## src/rtl/roi_pkg.sv

```systemverilog
// Shared types and constants for the ROI calibration / tracking controller.
// Latency: n/a (declarations only).
// Backpressure: n/a.
package roi_pkg;

  // Default coordinate width (12 bits covers a 4096-pixel axis).
  localparam int COORD_W_DEF = 12;

  typedef enum logic [2:0] {
    IDLE   = 3'd0,
    CAL_A  = 3'd1,
    CAL_B  = 3'd2,
    COMMIT = 3'd3,
    TRACK  = 3'd4
  } roi_state_t;

endpackage

```

## src/rtl/roi_reg.sv

```systemverilog
// One ROI coordinate register with synchronous reset and write enable.
// Latency: write visible on q one cycle after we.
// Backpressure: none; we is honoured every cycle.
// Ports: CLK, RESET (sync, active-high), we, d -> q.
module roi_reg
  import roi_pkg::*;
#(
  parameter int COORD_W = COORD_W_DEF
) (
  input  logic               CLK,
  input  logic               RESET,
  input  logic               we,
  input  logic [COORD_W-1:0] d,
  output logic [COORD_W-1:0] q
);

  always_ff @(posedge CLK) begin
    if (RESET) begin
      q <= '0;
    end else if (we) begin
      q <= d;
    end
  end

endmodule

```

## src/rtl/roi_cal_fsm.sv

```systemverilog
// Calibrates NUM_ROI rectangles from mouse clicks, then supervises tracking and
// falls back to calibration after LOST_FRAMES consecutive untracked frames.
// Latency: state moves one cycle after click/frame event; ROI write visible at COMMIT+1.
// Backpressure: none; ABORT overrides every transition.
// Ports: CLK/RESET; CAL_START, ABORT, CLICK, CUR_X/Y, FRAME_START, TRACK_VALID in;
//        packed ROI corners + ROI_VALID, CAL_IDX, overlay/trace controls, ERR_DEGEN, LOST out.
module roi_cal_fsm
  import roi_pkg::*;
#(
  parameter int COORD_W     = COORD_W_DEF,
  parameter int NUM_ROI     = 2,
  parameter int LOST_FRAMES = 30
) (
  input  logic                       CLK,
  input  logic                       RESET,
  input  logic                       CAL_START,
  input  logic                       ABORT,
  input  logic                       CLICK,
  input  logic [COORD_W-1:0]         CUR_X,
  input  logic [COORD_W-1:0]         CUR_Y,
  input  logic                       FRAME_START,
  input  logic                       TRACK_VALID,
  output logic [NUM_ROI*COORD_W-1:0] ROI_TLX,
  output logic [NUM_ROI*COORD_W-1:0] ROI_TLY,
  output logic [NUM_ROI*COORD_W-1:0] ROI_BRX,
  output logic [NUM_ROI*COORD_W-1:0] ROI_BRY,
  output logic [NUM_ROI-1:0]         ROI_VALID,
  output logic [$clog2(NUM_ROI):0]   CAL_IDX,
  output logic                       SHOW_BALL,
  output logic                       SHOW_BOX,
  output logic                       SHOW_GAIN,
  output logic                       RESET_TRACED,
  output logic                       WRITE_TRACED,
  output logic                       ERR_DEGEN,
  output logic                       LOST
);

  localparam int IW = $clog2(NUM_ROI) + 1;
  localparam int LW = $clog2(LOST_FRAMES + 1);
  localparam logic [IW-1:0] LAST_IDX  = IW'(NUM_ROI - 1);
  localparam logic [LW-1:0] LOST_LAST = LW'(LOST_FRAMES - 1);
  localparam logic [LW-1:0] LOST_MAX  = LW'(LOST_FRAMES);

  roi_state_t state, state_nxt;

  logic               click_q;
  logic               click_ev;
  logic [COORD_W-1:0] ax, ay, bx, by;
  logic [COORD_W-1:0] tlx, tly, brx, bry;
  logic               degen;
  logic [LW-1:0]      lost_cnt;
  logic               lost_hit;
  logic [IW-1:0]      cal_idx;
  logic [NUM_ROI-1:0] roi_valid;
  logic [NUM_ROI-1:0] roi_we_vec;

  // Decisions from the comb process
  logic roi_we, lat_a, lat_b, idx_clr, idx_inc, valid_clr;

  // A held button gives one event; after reset click_q is 0, but any event in
  // IDLE is ignored, so a button held through reset never latches a corner.
  assign click_ev = CLICK & ~click_q;

  // Corner normalisation, unsigned compare.
  assign tlx   = (ax < bx) ? ax : bx;
  assign brx   = (ax < bx) ? bx : ax;
  assign tly   = (ay < by) ? ay : by;
  assign bry   = (ay < by) ? by : ay;
  assign degen = (ax == bx) | (ay == by);

  // This frame's miss would bring the counter to LOST_FRAMES.
  assign lost_hit = FRAME_START & ~TRACK_VALID & (lost_cnt == LOST_LAST);

  always_comb begin
    state_nxt = state;
    roi_we    = 1'b0;
    lat_a     = 1'b0;
    lat_b     = 1'b0;
    idx_clr   = 1'b0;
    idx_inc   = 1'b0;
    valid_clr = 1'b0;
    ERR_DEGEN = 1'b0;
    LOST      = 1'b0;
    if (ABORT) begin
      state_nxt = IDLE;
    end else begin
      case (state)
        IDLE: begin
          if (CAL_START) begin
            state_nxt = CAL_A;
            idx_clr   = 1'b1;
            valid_clr = 1'b1;
          end
        end
        CAL_A: begin
          if (click_ev) begin
            lat_a     = 1'b1;
            state_nxt = CAL_B;
          end
        end
        CAL_B: begin
          if (click_ev) begin
            lat_b     = 1'b1;
            state_nxt = COMMIT;
          end
        end
        COMMIT: begin
          if (degen) begin
            ERR_DEGEN = 1'b1;
            state_nxt = CAL_A;
          end else begin
            roi_we = 1'b1;
            if (cal_idx == LAST_IDX) begin
              state_nxt = TRACK;
            end else begin
              idx_inc   = 1'b1;
              state_nxt = CAL_A;
            end
          end
        end
        TRACK: begin
          if (lost_hit) begin
            LOST      = 1'b1;
            valid_clr = 1'b1;
            idx_clr   = 1'b1;
            state_nxt = CAL_A;
          end
        end
        default: state_nxt = IDLE;
      endcase
    end
  end

  always_ff @(posedge CLK) begin
    if (RESET) begin
      state     <= IDLE;
      click_q   <= 1'b0;
      ax        <= '0;
      ay        <= '0;
      bx        <= '0;
      by        <= '0;
      lost_cnt  <= '0;
      cal_idx   <= '0;
      roi_valid <= '0;
    end else begin
      state   <= state_nxt;
      click_q <= CLICK;
      if (lat_a) begin
        ax <= CUR_X;
        ay <= CUR_Y;
      end
      if (lat_b) begin
        bx <= CUR_X;
        by <= CUR_Y;
      end
      if (idx_clr) begin
        cal_idx <= '0;
      end else if (idx_inc) begin
        cal_idx <= cal_idx + 1'b1;
      end
      if (valid_clr) begin
        roi_valid <= '0;
      end else begin
        roi_valid <= roi_valid | roi_we_vec;
      end
      // Held at zero outside TRACK, which gives the clear-on-entry.
      if (state != TRACK) begin
        lost_cnt <= '0;
      end else if (FRAME_START) begin
        if (TRACK_VALID) begin
          lost_cnt <= '0;
        end else if (lost_cnt != LOST_MAX) begin
          lost_cnt <= lost_cnt + 1'b1;
        end
      end
    end
  end

  for (genvar gi = 0; gi < NUM_ROI; gi++) begin : g_roi
    localparam logic [IW-1:0] MY_IDX = IW'(gi);
    assign roi_we_vec[gi] = roi_we & (cal_idx == MY_IDX);

    roi_reg #(.COORD_W(COORD_W)) u_tlx (
      .CLK(CLK), .RESET(RESET), .we(roi_we_vec[gi]), .d(tlx),
      .q(ROI_TLX[gi*COORD_W +: COORD_W]));
    roi_reg #(.COORD_W(COORD_W)) u_tly (
      .CLK(CLK), .RESET(RESET), .we(roi_we_vec[gi]), .d(tly),
      .q(ROI_TLY[gi*COORD_W +: COORD_W]));
    roi_reg #(.COORD_W(COORD_W)) u_brx (
      .CLK(CLK), .RESET(RESET), .we(roi_we_vec[gi]), .d(brx),
      .q(ROI_BRX[gi*COORD_W +: COORD_W]));
    roi_reg #(.COORD_W(COORD_W)) u_bry (
      .CLK(CLK), .RESET(RESET), .we(roi_we_vec[gi]), .d(bry),
      .q(ROI_BRY[gi*COORD_W +: COORD_W]));
  end

  assign ROI_VALID = roi_valid;
  assign CAL_IDX   = cal_idx;

  // Overlay and trace controls are pure decodes of the registered state.
  always_comb begin
    SHOW_BALL    = 1'b0;
    SHOW_BOX     = 1'b0;
    SHOW_GAIN    = 1'b0;
    RESET_TRACED = 1'b0;
    WRITE_TRACED = 1'b0;
    case (state)
      IDLE: begin
        SHOW_GAIN    = 1'b1;
        RESET_TRACED = 1'b1;
      end
      CAL_A, CAL_B, COMMIT: begin
        SHOW_GAIN    = 1'b1;
        RESET_TRACED = 1'b1;
        SHOW_BALL    = 1'b1;
      end
      TRACK: begin
        SHOW_BOX     = 1'b1;
        WRITE_TRACED = 1'b1;
      end
      default: ;
    endcase
  end

endmodule

```

## config.mk

```make
export PLATFORM = sky130hd
export DESIGN_NAME = roi_cal_fsm
export DESIGN_NICKNAME = d
export VERILOG_FILES = /design/src/rtl/roi_pkg.sv /design/src/rtl/roi_reg.sv /design/src/rtl/roi_cal_fsm.sv
export SDC_FILE = /design/constraint.sdc
export NUM_CORES = 1
export LEC_CHECK = 0
export BUFFER_PORTS_ARGS = -buffer_cell sky130_fd_sc_hd__clkbuf_2
export CORE_MARGIN = 3
export CORE_UTILIZATION = 43
export CTS_CLUSTER_DIAMETER = 60
export DETAILED_ROUTE_END_ITERATION = 8
export HOLD_SLACK_MARGIN = 0.03
export PLACE_DENSITY_LB_ADDON = 0.15
export REMOVE_ABC_BUFFERS = 1
export SETUP_SLACK_MARGIN = 0.05
export SLEW_MARGIN = 20
export SYNTH_ARGS = -nofsm -noshare
export SYNTH_HDL_FRONTEND = slang
export SYNTH_SLANG_ARGS = --single-unit
```

## constraint.sdc

```tcl
create_clock -name CLK -period 2.05 [get_ports CLK]
set_input_delay 0.3075 -clock CLK [delete_from_list [all_inputs] [get_ports CLK]]
set_output_delay 0.3075 -clock CLK [all_outputs]
set_load 0.01 [all_outputs]
```

==> results.yml <==
cells_and_area:
  area_growth_pct: 54.6
  fill_cells: 1225
  drive_gt1_frac: 0.478
  antenna_cells: 0
  final_nets: 1082
timing:
  layout_setup_ws_ps: -192
  slew_headroom: 0.691
  skew_ps: 10.6
  rsz0062_at_grt: "true"
  fmax_mhz: 446
  fin_crit_ps: 2240
  hold_viol: 0
  slew_viol_final: 0
  fin_crit_sh: 1.09
  setup_viol: 97
  tightest_slew_ps: 462
pwr:
  cellPowerDensity_nw_per_um2: 672
  p_total_mw: 7.12
  p_leak_nw: 3.82
  irDropWorstVdd_uv: 586
worst_setup_path:
  cp.required_ps: 1740
  slowest_stage: "dfxtp_2"
  critPathTopFamily: "simple AND/OR/NAND/NOR gates"
  end_kind: "output pin"
  crit_chain: "inv_2 -> ha_4 -> nand4_1 -> nor3_4 -> nor2_4 -> nor2b_2 -> buf_2"
  cp.arrival_ps: 1930
  start_kind: "flop"
  critPathBufInv: 2
  criticalPathCategory: "flop to output pin"
  slowest_delay_ps: 350
  cp_max_fo: 3
clock_network:
  ctsLongestPathBuffers: 2
  ctsHoldBuffers: 0
  insertion_delay_ps: 440
  cts_root_buffer: "clkbuf_16"
  cts_tree: "yes"
  cts.clk_slew.worst_paths_ps: 60
  cts.sinks: 157
  cts_buffers: 17
  htreeDepth: 4
die:
  start_util: 0.444
  rows: 45
  ios: 138
  die_w_um: 132
  core_area_um2: 15400
  die_area_um2: 17500
  die_h_um: 132
job:
  drv_cap: 0
detailed_routing:
  totalWireLength_um: 23100
  wl_per_cell_um: 18.5
  first_pass_iters: 5
  vias: 7038
  drc_errors: 0
  drt_iter0_drc: 704
  antenna_left: 0
  vias_per_cell: 5.65
synthesis:
  synth-edff-count: 0
  avgSynthCellArea_um2: 8.40
  synth_ff_type: "dfxtp_1"
  ys_types: 45
  seq_area_frac_synth: 0.458
  synth_area_um2: 6860
  yosysWarnings: 0
  async_reset_ff_frac: 0
  syn_inst: 816
  ys_ff_latch: 157
run_status:
  violations: "negative setup slack"
  outcome: "finished, violations left"
global_route:
  grt_pass1_vias: 6355
  grt_max_degree: 71
  grt_pass1_wl_um: 33000
  grt_overflow: 0
  grt_use_total: 0.230
  antenna_found_initial: 0
place:
  dp_hpwl_um: 12700
  place_ws_ps: -79.6
  place_congestion: 0.794
  port-buffer-count: 137
min_path:
  hp-class: "primary input to flop"
-- stage by stage --
step | std cells | utilization | hold WS (ps) | area, um^2 | setup TNS (ps)
2_1_floorplan | 750 | - | 377 | 6570 | -212550
3_3_place_gp | 1173 | 0.536 | 463 | 8270 | -26.9
3_5_place_dp | 1173 | 0.536 | 463 | 8270 | -159
4_1_cts | 1224 | 0.608 | 91.9 | 9380 | -507
5_1_grt | 1246 | 0.687 | 113 | 10600 | -17820
6_report | 1246 | 0.687 | 109 | 10600 | -7050
-- state kept, by name, indices dropped and copies added, names as in the netlist --
| name | cells |
|---|---|
| CAL_IDX | 2 |
| ROI_VALID | 2 |
| ax | 12 |
| ay | 12 |
| bx | 12 |
| by | 12 |
| click_q | 1 |
| g_roi.u_brx.q | 24 |
| g_roi.u_bry.q | 24 |
| g_roi.u_tlx.q | 24 |
| g_roi.u_tly.q | 24 |
| lost_cnt | 5 |
| state | 3 |
-- placed cells by master (no fill, tap or decap), types with 6 or more instances in the layout --
| cell | instances |
|---|---|
| buf_6 | 11 |
| nor2_1 | 65 |
| buf_4 | 74 |
| a311oi_2 | 67 |
| dfxtp_2 | 31 |
| o21ai_1 | 33 |
| nand3_1 | 42 |
| clkbuf_2 | 135 |
| inv_2 | 10 |
| o21ai_2 | 9 |
| a21oi_1 | 56 |
| clkbuf_16 | 26 |
| dfxtp_1 | 126 |
| a311oi_1 | 29 |
| inv_1 | 24 |
| o21ai_4 | 6 |
| ha_4 | 19 |
| nand4_1 | 7 |
| nand2_1 | 107 |
| buf_12 | 14 |
| nand3_2 | 7 |
| nor2_2 | 39 |
| nor2_4 | 9 |
| ha_1 | 10 |
-- cell type report --
cell class | instances | area [um^2] | area share
flip-flops and latches | 157 | 3180 | 0.300
inverters | 34 | 128 | 0.0120
clock buffers | 23 | 488 | 0.0461
repair buffers | 253 | 2040 | 0.193
multi-input cells | 559 | 4360 | 0.411
well taps | 211 | 264 | 0.0249
clock inverters | 9 | 133 | 0.0125
-- final timing paths --
| kind | from | end | cells after the start | slack, ps |
|---|---|---|---|---|
| worst min-delay path | CUR_Y[3] | by[3] | 3 | 110 |
| worst min register to register | bx[2] | bx[2] | 2 | 470 |
| worst max-delay path | bx[10] | ERR_DEGEN | 7 | -190 |
| worst max register to register | bx[10] | g_roi[1].u_tlx.q[2] | 10 | -180 |
-- logic make-up (layout without fill, tap and decap cells) --
logic type	count (synthesis)	after routing	synth area share
compound gates	224	224	0.228
mux	1	1	0.00146
fa+ha+maj	29	29	0.0529
simple gates	300	300	0.193
xor+xnor	5	5	0.00639
buf+inv	100	319	0.0604
flops	157	157	0.458
-- metal layers --
layer | vias up | routed length [um] | share of wire | track usage
met2 | 242 | 10800 | 0.47 | 0.354
met5 | - | 0 | 0 | 0
met4 | 0 | 319 | 0.014 | 0.0537
met3 | 32 | 1390 | 0.060 | 0.0565
met1 | 3397 | 10600 | 0.46 | 0.326
li1 | 3367 | - | - | -
-- worst min-delay path: cells and delay by family --
kind,cells,cell delay [ps]
buffers and inverters,1,90
AOI/OAI and AO/OA,1,50
and+or+nand+nor,1,50
-- synth_stat cells, types with 4 or more instances --
cell type | number | area [um^2]
dfxtp_1 | 157 | 3140
nor2_1 | 113 | 424
nand2_1 | 107 | 402
a311oi_1 | 96 | 841
a21oi_1 | 56 | 280
nand3_1 | 50 | 250
o21ai_0 | 49 | 245
clkbuf_1 | 37 | 139
inv_1 | 33 | 124
ha_1 | 29 | 363
buf_2 | 25 | 125
nand4_1 | 7 | 43.8
nor2b_1 | 4 | 25.0
-- power by group --
part           total (mW)  internal [mW]  switching [mW]
Combinational       0.712          0.295           0.418
Sequential           3.07           3.06         0.00919
Clock                3.34           2.05            1.29
Total                7.12           5.40            1.72
-- what timing repair did --
action / 4_1_cts / 5_1_grt
pin swaps: 47 / 62
resized for setup: 94 / 202
gates cloned: 6 / 13
setup buffers: 13 / 10
endpoints found under the setup margin: 81 / 99
(Power assumes the default switching activity.)
